==> src/rtl/alu_pkg.sv <==
// rtl/alu_pkg.sv - op codes, FSM states and op-group predicates for alu_md
package alu_pkg;

    localparam int OP_W = 5;

    typedef enum logic [OP_W-1:0] {
        OP_AND    = 5'b00000,
        OP_OR     = 5'b00001,
        OP_ADD    = 5'b00010,
        OP_SUB    = 5'b00011,
        OP_SRL    = 5'b00100,
        OP_SRA    = 5'b00101,
        OP_SLL    = 5'b00110,
        OP_XOR    = 5'b00111,
        OP_EQ     = 5'b01000,
        OP_SLT    = 5'b01001,
        OP_SLTU   = 5'b01010,
        OP_NE     = 5'b01011,
        OP_GE     = 5'b01100,
        OP_GEU    = 5'b01101,
        OP_MUL    = 5'b10000,
        OP_MULH   = 5'b10001,
        OP_MULHSU = 5'b10010,
        OP_MULHU  = 5'b10011,
        OP_DIV    = 5'b10100,
        OP_DIVU   = 5'b10101,
        OP_REM    = 5'b10110,
        OP_REMU   = 5'b10111
    } alu_op_e;

    typedef enum logic [1:0] {IDLE, MUL, DIV, DONE} alu_state_e;

    function automatic logic is_mul(input alu_op_e op);
        return op inside {OP_MUL, OP_MULH, OP_MULHSU, OP_MULHU};
    endfunction

    function automatic logic is_div(input alu_op_e op);
        return op inside {OP_DIV, OP_DIVU, OP_REM, OP_REMU};
    endfunction

endpackage

==> src/rtl/alu_muldiv_iter.sv <==
// rtl/alu_muldiv_iter.sv - radix-2 iterative multiplier / restoring divider
module alu_muldiv_iter
    import alu_pkg::*;
#(
    parameter int W = 32
) (
    input  logic         clk,
    input  logic         rst,
    input  logic         flush,
    input  logic         start,
    input  alu_op_e      op,
    input  logic [W-1:0] a,
    input  logic [W-1:0] b,
    output logic         done,
    output logic [W-1:0] result
);

    localparam int CW = $clog2(W);

    logic           active;
    logic [CW-1:0]  count;
    logic           is_mul_q, sel_alt_q, neg_q, rneg_q, dz_q;
    logic [W-1:0]   a_q;
    logic [2*W-1:0] prod, mcand;
    logic [W-1:0]   mplier, quo, rem, divisor;

    logic           signed_a, signed_b, sa, sb;
    logic [W-1:0]   mag_a, mag_b;

    // Operands are reduced to magnitudes up front; signs are reapplied at the end.
    assign signed_a = op inside {OP_MULH, OP_MULHSU, OP_DIV, OP_REM};
    assign signed_b = op inside {OP_MULH, OP_DIV, OP_REM};
    assign sa       = signed_a & a[W-1];
    assign sb       = signed_b & b[W-1];
    assign mag_a    = sa ? -a : a;
    assign mag_b    = sb ? -b : b;

    logic [2*W-1:0] prod_n, prod_f;
    logic [W:0]     r_sh;
    logic           fits;
    logic [W-1:0]   quo_n, rem_n, quo_f, rem_f;

    assign prod_n = prod + (mplier[0] ? mcand : '0);
    assign r_sh   = {rem, quo[W-1]};
    assign fits   = r_sh >= {1'b0, divisor};
    assign rem_n  = fits ? W'(r_sh - {1'b0, divisor}) : r_sh[W-1:0];
    assign quo_n  = {quo[W-2:0], fits};

    // Result is taken from the final step's next-values so it can be registered on done.
    assign prod_f = neg_q ? -prod_n : prod_n;
    assign quo_f  = dz_q ? '1  : (neg_q  ? -quo_n : quo_n);
    assign rem_f  = dz_q ? a_q : (rneg_q ? -rem_n : rem_n);

    assign done   = active && (count == '0);
    assign result = is_mul_q ? (sel_alt_q ? W'(prod_f >> W) : prod_n[W-1:0])
                             : (sel_alt_q ? rem_f : quo_f);

    always_ff @(posedge clk or posedge rst) begin
        if (rst) begin
            active    <= 1'b0;
            count     <= '0;
            is_mul_q  <= 1'b0;
            sel_alt_q <= 1'b0;
            neg_q     <= 1'b0;
            rneg_q    <= 1'b0;
            dz_q      <= 1'b0;
            a_q       <= '0;
            prod      <= '0;
            mcand     <= '0;
            mplier    <= '0;
            quo       <= '0;
            rem       <= '0;
            divisor   <= '0;
        end else if (flush) begin
            active <= 1'b0;
            count  <= '0;
        end else if (start) begin
            active    <= 1'b1;
            count     <= CW'(W - 1);
            is_mul_q  <= is_mul(op);
            sel_alt_q <= op inside {OP_MULH, OP_MULHSU, OP_MULHU, OP_REM, OP_REMU};
            neg_q     <= sa ^ sb;
            rneg_q    <= sa;
            dz_q      <= (b == '0);
            a_q       <= a;
            prod      <= '0;
            mcand     <= {{W{1'b0}}, mag_a};
            mplier    <= mag_b;
            quo       <= mag_a;
            rem       <= '0;
            divisor   <= mag_b;
        end else if (active) begin
            prod   <= prod_n;
            mcand  <= mcand << 1;
            mplier <= mplier >> 1;
            quo    <= quo_n;
            rem    <= rem_n;
            if (count == '0) begin
                active <= 1'b0;
            end else begin
                count <= count - CW'(1);
            end
        end
    end

endmodule

==> src/rtl/alu_md.sv <==
// rtl/alu_md.sv - multi-cycle execute-stage ALU with valid/ready handshake and RV32M
module alu_md
    import alu_pkg::*;
#(
    parameter int DATA_WIDTH    = 32,
    parameter int OPCODE_LENGTH = 5
) (
    input  logic                     clk,
    input  logic                     reset,
    input  logic                     flush,
    input  logic                     in_valid,
    output logic                     in_ready,
    input  logic [OPCODE_LENGTH-1:0] Operation,
    input  logic [DATA_WIDTH-1:0]    SrcA,
    input  logic [DATA_WIDTH-1:0]    SrcB,
    output logic                     out_valid,
    input  logic                     out_ready,
    output logic [DATA_WIDTH-1:0]    ALUResult,
    output logic                     busy
);

    localparam int SHW = $clog2(DATA_WIDTH);
    localparam logic [DATA_WIDTH-1:0] ONE = 1;

    alu_op_e         op;
    alu_state_e      state, state_next, target;
    logic            accept, start, eng_done;
    logic [SHW-1:0]  shamt;
    logic [DATA_WIDTH-1:0] single_result, eng_result;

    assign op        = alu_op_e'(Operation);
    assign shamt     = SrcB[SHW-1:0];
    assign in_ready  = !flush && (state == IDLE || (state == DONE && out_ready));
    assign accept    = in_valid && in_ready;
    assign start     = accept && (is_mul(op) || is_div(op));
    assign out_valid = (state == DONE);
    assign busy      = (state == MUL) || (state == DIV);
    assign target    = is_mul(op) ? MUL : (is_div(op) ? DIV : DONE);

    always_comb begin
        single_result = '0;
        case (op)
            OP_AND:  single_result = SrcA & SrcB;
            OP_OR:   single_result = SrcA | SrcB;
            OP_ADD:  single_result = SrcA + SrcB;
            OP_SUB:  single_result = SrcA - SrcB;
            OP_SRL:  single_result = SrcA >> shamt;
            OP_SRA:  single_result = $signed(SrcA) >>> shamt;
            OP_SLL:  single_result = SrcA << shamt;
            OP_XOR:  single_result = SrcA ^ SrcB;
            OP_EQ:   single_result = (SrcA == SrcB) ? ONE : '0;
            OP_SLT:  single_result = ($signed(SrcA) < $signed(SrcB)) ? ONE : '0;
            OP_SLTU: single_result = (SrcA < SrcB) ? ONE : '0;
            OP_NE:   single_result = (SrcA != SrcB) ? ONE : '0;
            OP_GE:   single_result = ($signed(SrcA) >= $signed(SrcB)) ? ONE : '0;
            OP_GEU:  single_result = (SrcA >= SrcB) ? ONE : '0;
            default: single_result = '0;
        endcase
    end

    always_comb begin
        state_next = state;
        if (flush) begin
            state_next = IDLE;
        end else begin
            case (state)
                IDLE:     if (accept) state_next = target;
                MUL, DIV: if (eng_done) state_next = DONE;
                DONE:     if (out_ready) state_next = accept ? target : IDLE;
                default:  state_next = IDLE;
            endcase
        end
    end

    always_ff @(posedge clk or posedge reset) begin
        if (reset) begin
            state     <= IDLE;
            ALUResult <= '0;
        end else begin
            state <= state_next;
            if (accept && !start) begin
                ALUResult <= single_result;
            end else if (eng_done && !flush) begin
                ALUResult <= eng_result;
            end
        end
    end

    alu_muldiv_iter #(.W(DATA_WIDTH)) u_iter (
        .clk    (clk),
        .rst    (reset),
        .flush  (flush),
        .start  (start),
        .op     (op),
        .a      (SrcA),
        .b      (SrcB),
        .done   (eng_done),
        .result (eng_result)
    );

endmodule

==> config.mk <==
export PLATFORM = sky130hd
export DESIGN_NAME = alu_md
export DESIGN_NICKNAME = d
export VERILOG_FILES = /design/src/rtl/alu_pkg.sv /design/src/rtl/alu_muldiv_iter.sv /design/src/rtl/alu_md.sv
export SDC_FILE = /design/constraint.sdc
export NUM_CORES = 2
export LEC_CHECK = 0
export BUFFER_PORTS_ARGS = -buffer_cell sky130_fd_sc_hd__buf_2
export CAP_MARGIN = 20
export CELL_PAD_IN_SITES_DETAIL_PLACEMENT = 1
export CELL_PAD_IN_SITES_GLOBAL_PLACEMENT = 1
export CORE_MARGIN = 2
export CORE_UTILIZATION = 45
export CTS_BUF_LIST = sky130_fd_sc_hd__clkbuf_2 sky130_fd_sc_hd__clkbuf_4 sky130_fd_sc_hd__clkbuf_8
export DETAILED_ROUTE_END_ITERATION = 16
export GPL_ROUTABILITY_DRIVEN = 0
export PLACE_DENSITY_LB_ADDON = 0.08
export SYNTH_ARGS = -nofsm -noshare
export SYNTH_HDL_FRONTEND = slang
export SYNTH_HIERARCHICAL = 1
export SYNTH_SLANG_ARGS = --single-unit
==> constraint.sdc <==
create_clock -name clk -period 8.24 [get_ports clk]
set_input_delay 0.412 -clock clk [delete_from_list [all_inputs] [get_ports clk]]
set_output_delay 0.412 -clock clk [all_outputs]
set_load 0.005 [all_outputs]
==> results_dict.tcl <==
set metrics [dict create \
    total_power_w 0.0129 \
    drc 0 \
    grt_pass1_vias 36000 \
    end_kind "flip-flop" \
    grt_first_pass_wirelength_um 235000 \
    regArea_sq_um 8330 \
    setup-violations-final 0 \
    cts_tree "built" \
    worst_pin_slew_ps 1110 \
    vias 36800 \
    critPathMaxFanout 27 \
    final_nets 4649 \
    viasPerCell 6.82 \
    postCtsSetupBuffers 0 \
    critPathLaunchType "flip-flop" \
    rsz0062_at_grt "no" \
    cp.arrival_ps 7550 \
    endpoint "ALUResult[29]$_DFFE_PP0P_" \
    die_y_um 281 \
    max_cap_viol_count 0 \
    ff2ff_setup_slack_ps 1210 \
    core-area_sq_um 75800 \
    dpl_worst_slack_ps 1550 \
    io_pins 109 \
    clk_pin_slew_ps 70 \
    p_per_area_nw_per_um2 349 \
    finalHoldViolCount 0 \
    drtIter0Drc 4078 \
    antenna_found_initial 12 \
    die_area_sq_um 78800 \
    final_util 0.487 \
    fmax_ghz 0.142 \
    ant_nets 0 \
    firstDrtPassIters 8 \
    post-route-min-period_ps 7030 \
    netlist_area_sq_um 34400 \
    insertion_delay_ps 690 \
    multi_input_area_sq_um 24200 \
    slew_headroom 0.256 \
    ys_seq_area_frac 0.242 \
    path_class "reg -> reg" \
    initial_core_util 0.454 \
    synth.distinct_cells 138 \
    finalCritPeriodShare 0.853 \
    post_drt_wl_per_cell_um 29.2 \
    hp-class "in -> reg" \
    synth_edf_count 0 \
    routed_wl_um 157000 \
    required_ps 8770 \
    skew_ps 53.6 \
    yosys_warnings 6 \
    num_rows 101 \
    port_buffers 108 \
    cts_inserted_buffers 68 \
    vdd_drop_max_mv 0.198 \
    p_leak_nw 16.1 \
    grt_overflow 0 \
    whs_ps 148 \
    clockBufferDepth 3 \
    status "complete, no violations" \
    async_reset_ff_frac 1.00 \
    r2r_end "ALUResult[29]$_DFFE_PP0P_" \
    setup_ws_ps 1210 \
    area_growth_pct 7.20 \
    grt_max_degree 164 \
    r2r-start "u_iter/rem[2]$_DFFE_PP0P_" \
    h-tree-depth 3 \
    synth_flop_cell "dfrtp_1" \
    r2r_cells 19 \
    slew_viol_final 0 \
    grt_usage 0.393 \
    clkSinkCount 333 \
    die_x_um 281 \
    dp_hpwl_um 119000 \
    syn_avg_cell_area_sq_um 7.78 \
    syn_inst 4428 \
    clock-root-buffer "clkbuf_8" \
    ys_seq_elements 333 \
    fillers 9421 \
    drive_gt1_frac 0.0969 \
    critPathLaunch "u_iter/rem[2]$_DFFE_PP0P_" \
    syn_nets 4709 \
    setup_tns_ps 0 \
]
==> critical path, stage by stage (launching register included) <==
cell       delay, ps
dfrtp_1          460
ha_1             440
nand2_1          110
a211oi_1         430
o21ai_0          370
a311o_1          400
and3_1           200
nor2_4           550
buf_4            510
mux2_2           440
a2111oi_0        600
nand2b_1         290
o41a_1           390
o21ai_0          620
o211ai_1         220
and3_1           220
a21oi_1          200
o2111ai_1        140
a31oi_1          170
a22oi_1          100
==> area by class of cell <==
type,instances,area share
Inverter,196,0.0200
Multi-Input combinational cell,3616,0.656
Tap cell,978,0.0331
Timing Repair Buffer,153,0.0249
Sequential cell,333,0.226
Clock inverter,16,0.00508
Antenna cell,3,0.000203
Clock buffer,103,0.0353
==> repair_timing <==
item,CTS,global route
gates resized for setup,0,0
endpoints found under the hold margin,34,0
hold buffers,1,0
==> sequential cells by signal, summed over array words and instances (netlist names), 2 cells and up <==
signal	cells
u_iter/mcand	64
u_iter/prod	64
ALUResult	32
u_iter/a_q	32
u_iter/divisor	32
u_iter/mplier	32
u_iter/quo	32
u_iter/rem	32
u_iter/count	5
state	2
==> worst min path at each step <==
stage | start | end | cells past startpoint
6_report | SrcA[28] | u_iter/a_q[28]$_DFFE_PP0P_ | 3
5_1_grt | SrcA[28] | u_iter/a_q[28]$_DFFE_PP0P_ | 3
4_1_cts | SrcA[28] | u_iter/a_q[28]$_DFFE_PP0P_ | 3
3_5_place_dp | u_iter/a_q[24]$_DFFE_PP0P_ | u_iter/a_q[24]$_DFFE_PP0P_ | 2
3_3_place_gp | u_iter/a_q[24]$_DFFE_PP0P_ | u_iter/a_q[24]$_DFFE_PP0P_ | 2
2_1_floorplan | u_iter/a_q[23]$_DFFE_PP0P_ | u_iter/a_q[23]$_DFFE_PP0P_ | 2
==> cell usage in the layout (no fill, tap or decap), types with 29 or more instances in the layout <==
master | synthesis | routed
xor2_1 | 85 | 85
nor4_1 | 31 | 31
o31ai_1 | 43 | 43
xnor2_1 | 127 | 127
o21ai_0 | 353 | 353
nor2b_1 | 31 | 31
o22ai_1 | 37 | 37
a211oi_1 | 60 | 60
a21oi_1 | 352 | 352
or3_1 | 42 | 42
a221o_1 | 86 | 86
o21a_1 | 29 | 29
a31oi_1 | 44 | 44
inv_1 | 186 | 185
o211ai_1 | 44 | 44
mux4_2 | 30 | 30
nand2_1 | 502 | 502
nand4_1 | 41 | 41
a221oi_1 | 39 | 39
nand2b_1 | 41 | 39
nor2_1 | 410 | 406
nand3_1 | 66 | 66
clkbuf_8 | 6 | 85
dfrtp_1 | 333 | 332
a21o_1 | 74 | 74
nor3_1 | 88 | 87
mux2_2 | 35 | 35
buf_2 | 38 | 107
ha_1 | 203 | 203
a22o_1 | 69 | 69
and2_1 | 106 | 106
mux2i_1 | 95 | 95
and3_1 | 36 | 36
buf_4 | 6 | 42
==> layer usage <==
metal / wire [um] / GRT usage / vias to the layer above
li1: - / - / 16200
met1: 64000 / 0.510 / 18300
met2: 68400 / 0.606 / 1761
met3: 13700 / 0.0756 / 479
met4: 11200 / 0.233 / 10
met5: 82 / 0 / -
==> synth_stat cells (all sizes together) (35+ instances only) <==
master / count / area share
nand2: 504 / 0.055
nor2: 411 / 0.045
o21ai: 370 / 0.054
a21oi: 353 / 0.051
dfrtp: 333 / 0.24
clkbuf: 208 / 0.025
ha: 203 / 0.074
inv: 187 / 0.020
xnor2: 128 / 0.033
and2: 107 / 0.019
mux2i: 95 / 0.028
nor3: 90 / 0.013
a221o: 86 / 0.025
xor2: 86 / 0.022
a21o: 76 / 0.017
buf: 72 / 0.010
a22o: 69 / 0.018
nand3: 66 / 0.0096
a211oi: 61 / 0.013
a31oi: 46 / 0.0087
or3: 46 / 0.0085
o211ai: 45 / 0.010
o31ai: 44 / 0.0097
nand2b: 43 / 0.0081
nand4: 42 / 0.0078
a221oi: 40 / 0.010
o22ai: 38 / 0.0071
and3: 37 / 0.0069
mux2: 36 / 0.012
nor4: 35 / 0.0073
==> cell families (layout without fill, tap and decap cells) <==
logic type	Yosys count	count (layout)	share of synthesized area
AO/OA/AOI/OAI	1524	1524	0.299
XOR/XNOR	214	214	0.0549
adder cells (fa/ha/maj)	207	207	0.0761
buffers and inverters	479	468	0.0576
flip-flops	333	333	0.242
multiplexers	161	161	0.0590
other	0	3	0
AND/OR/NAND/NOR	1510	1510	0.212
==> stage by stage <==
stage,std cells,instance area [sq um]
CTS,5395,36900
global placement,5275,35400
global route,5397,36900
finish,5398,36900
detailed placement,5275,35400
floorplan,4428,34400
==> where the power goes <==
part / total [W] / internal, W / switching (W)
logic: 0.00811 / 0.00283 / 0.00528
clock network: 0.00197 / 0.00111 / 0.000858
registers: 0.00281 / 0.00218 / 0.000629
total: 0.0129 / 0.00612 / 0.00676
No activity file was read; power rests on OpenSTA's default activity.
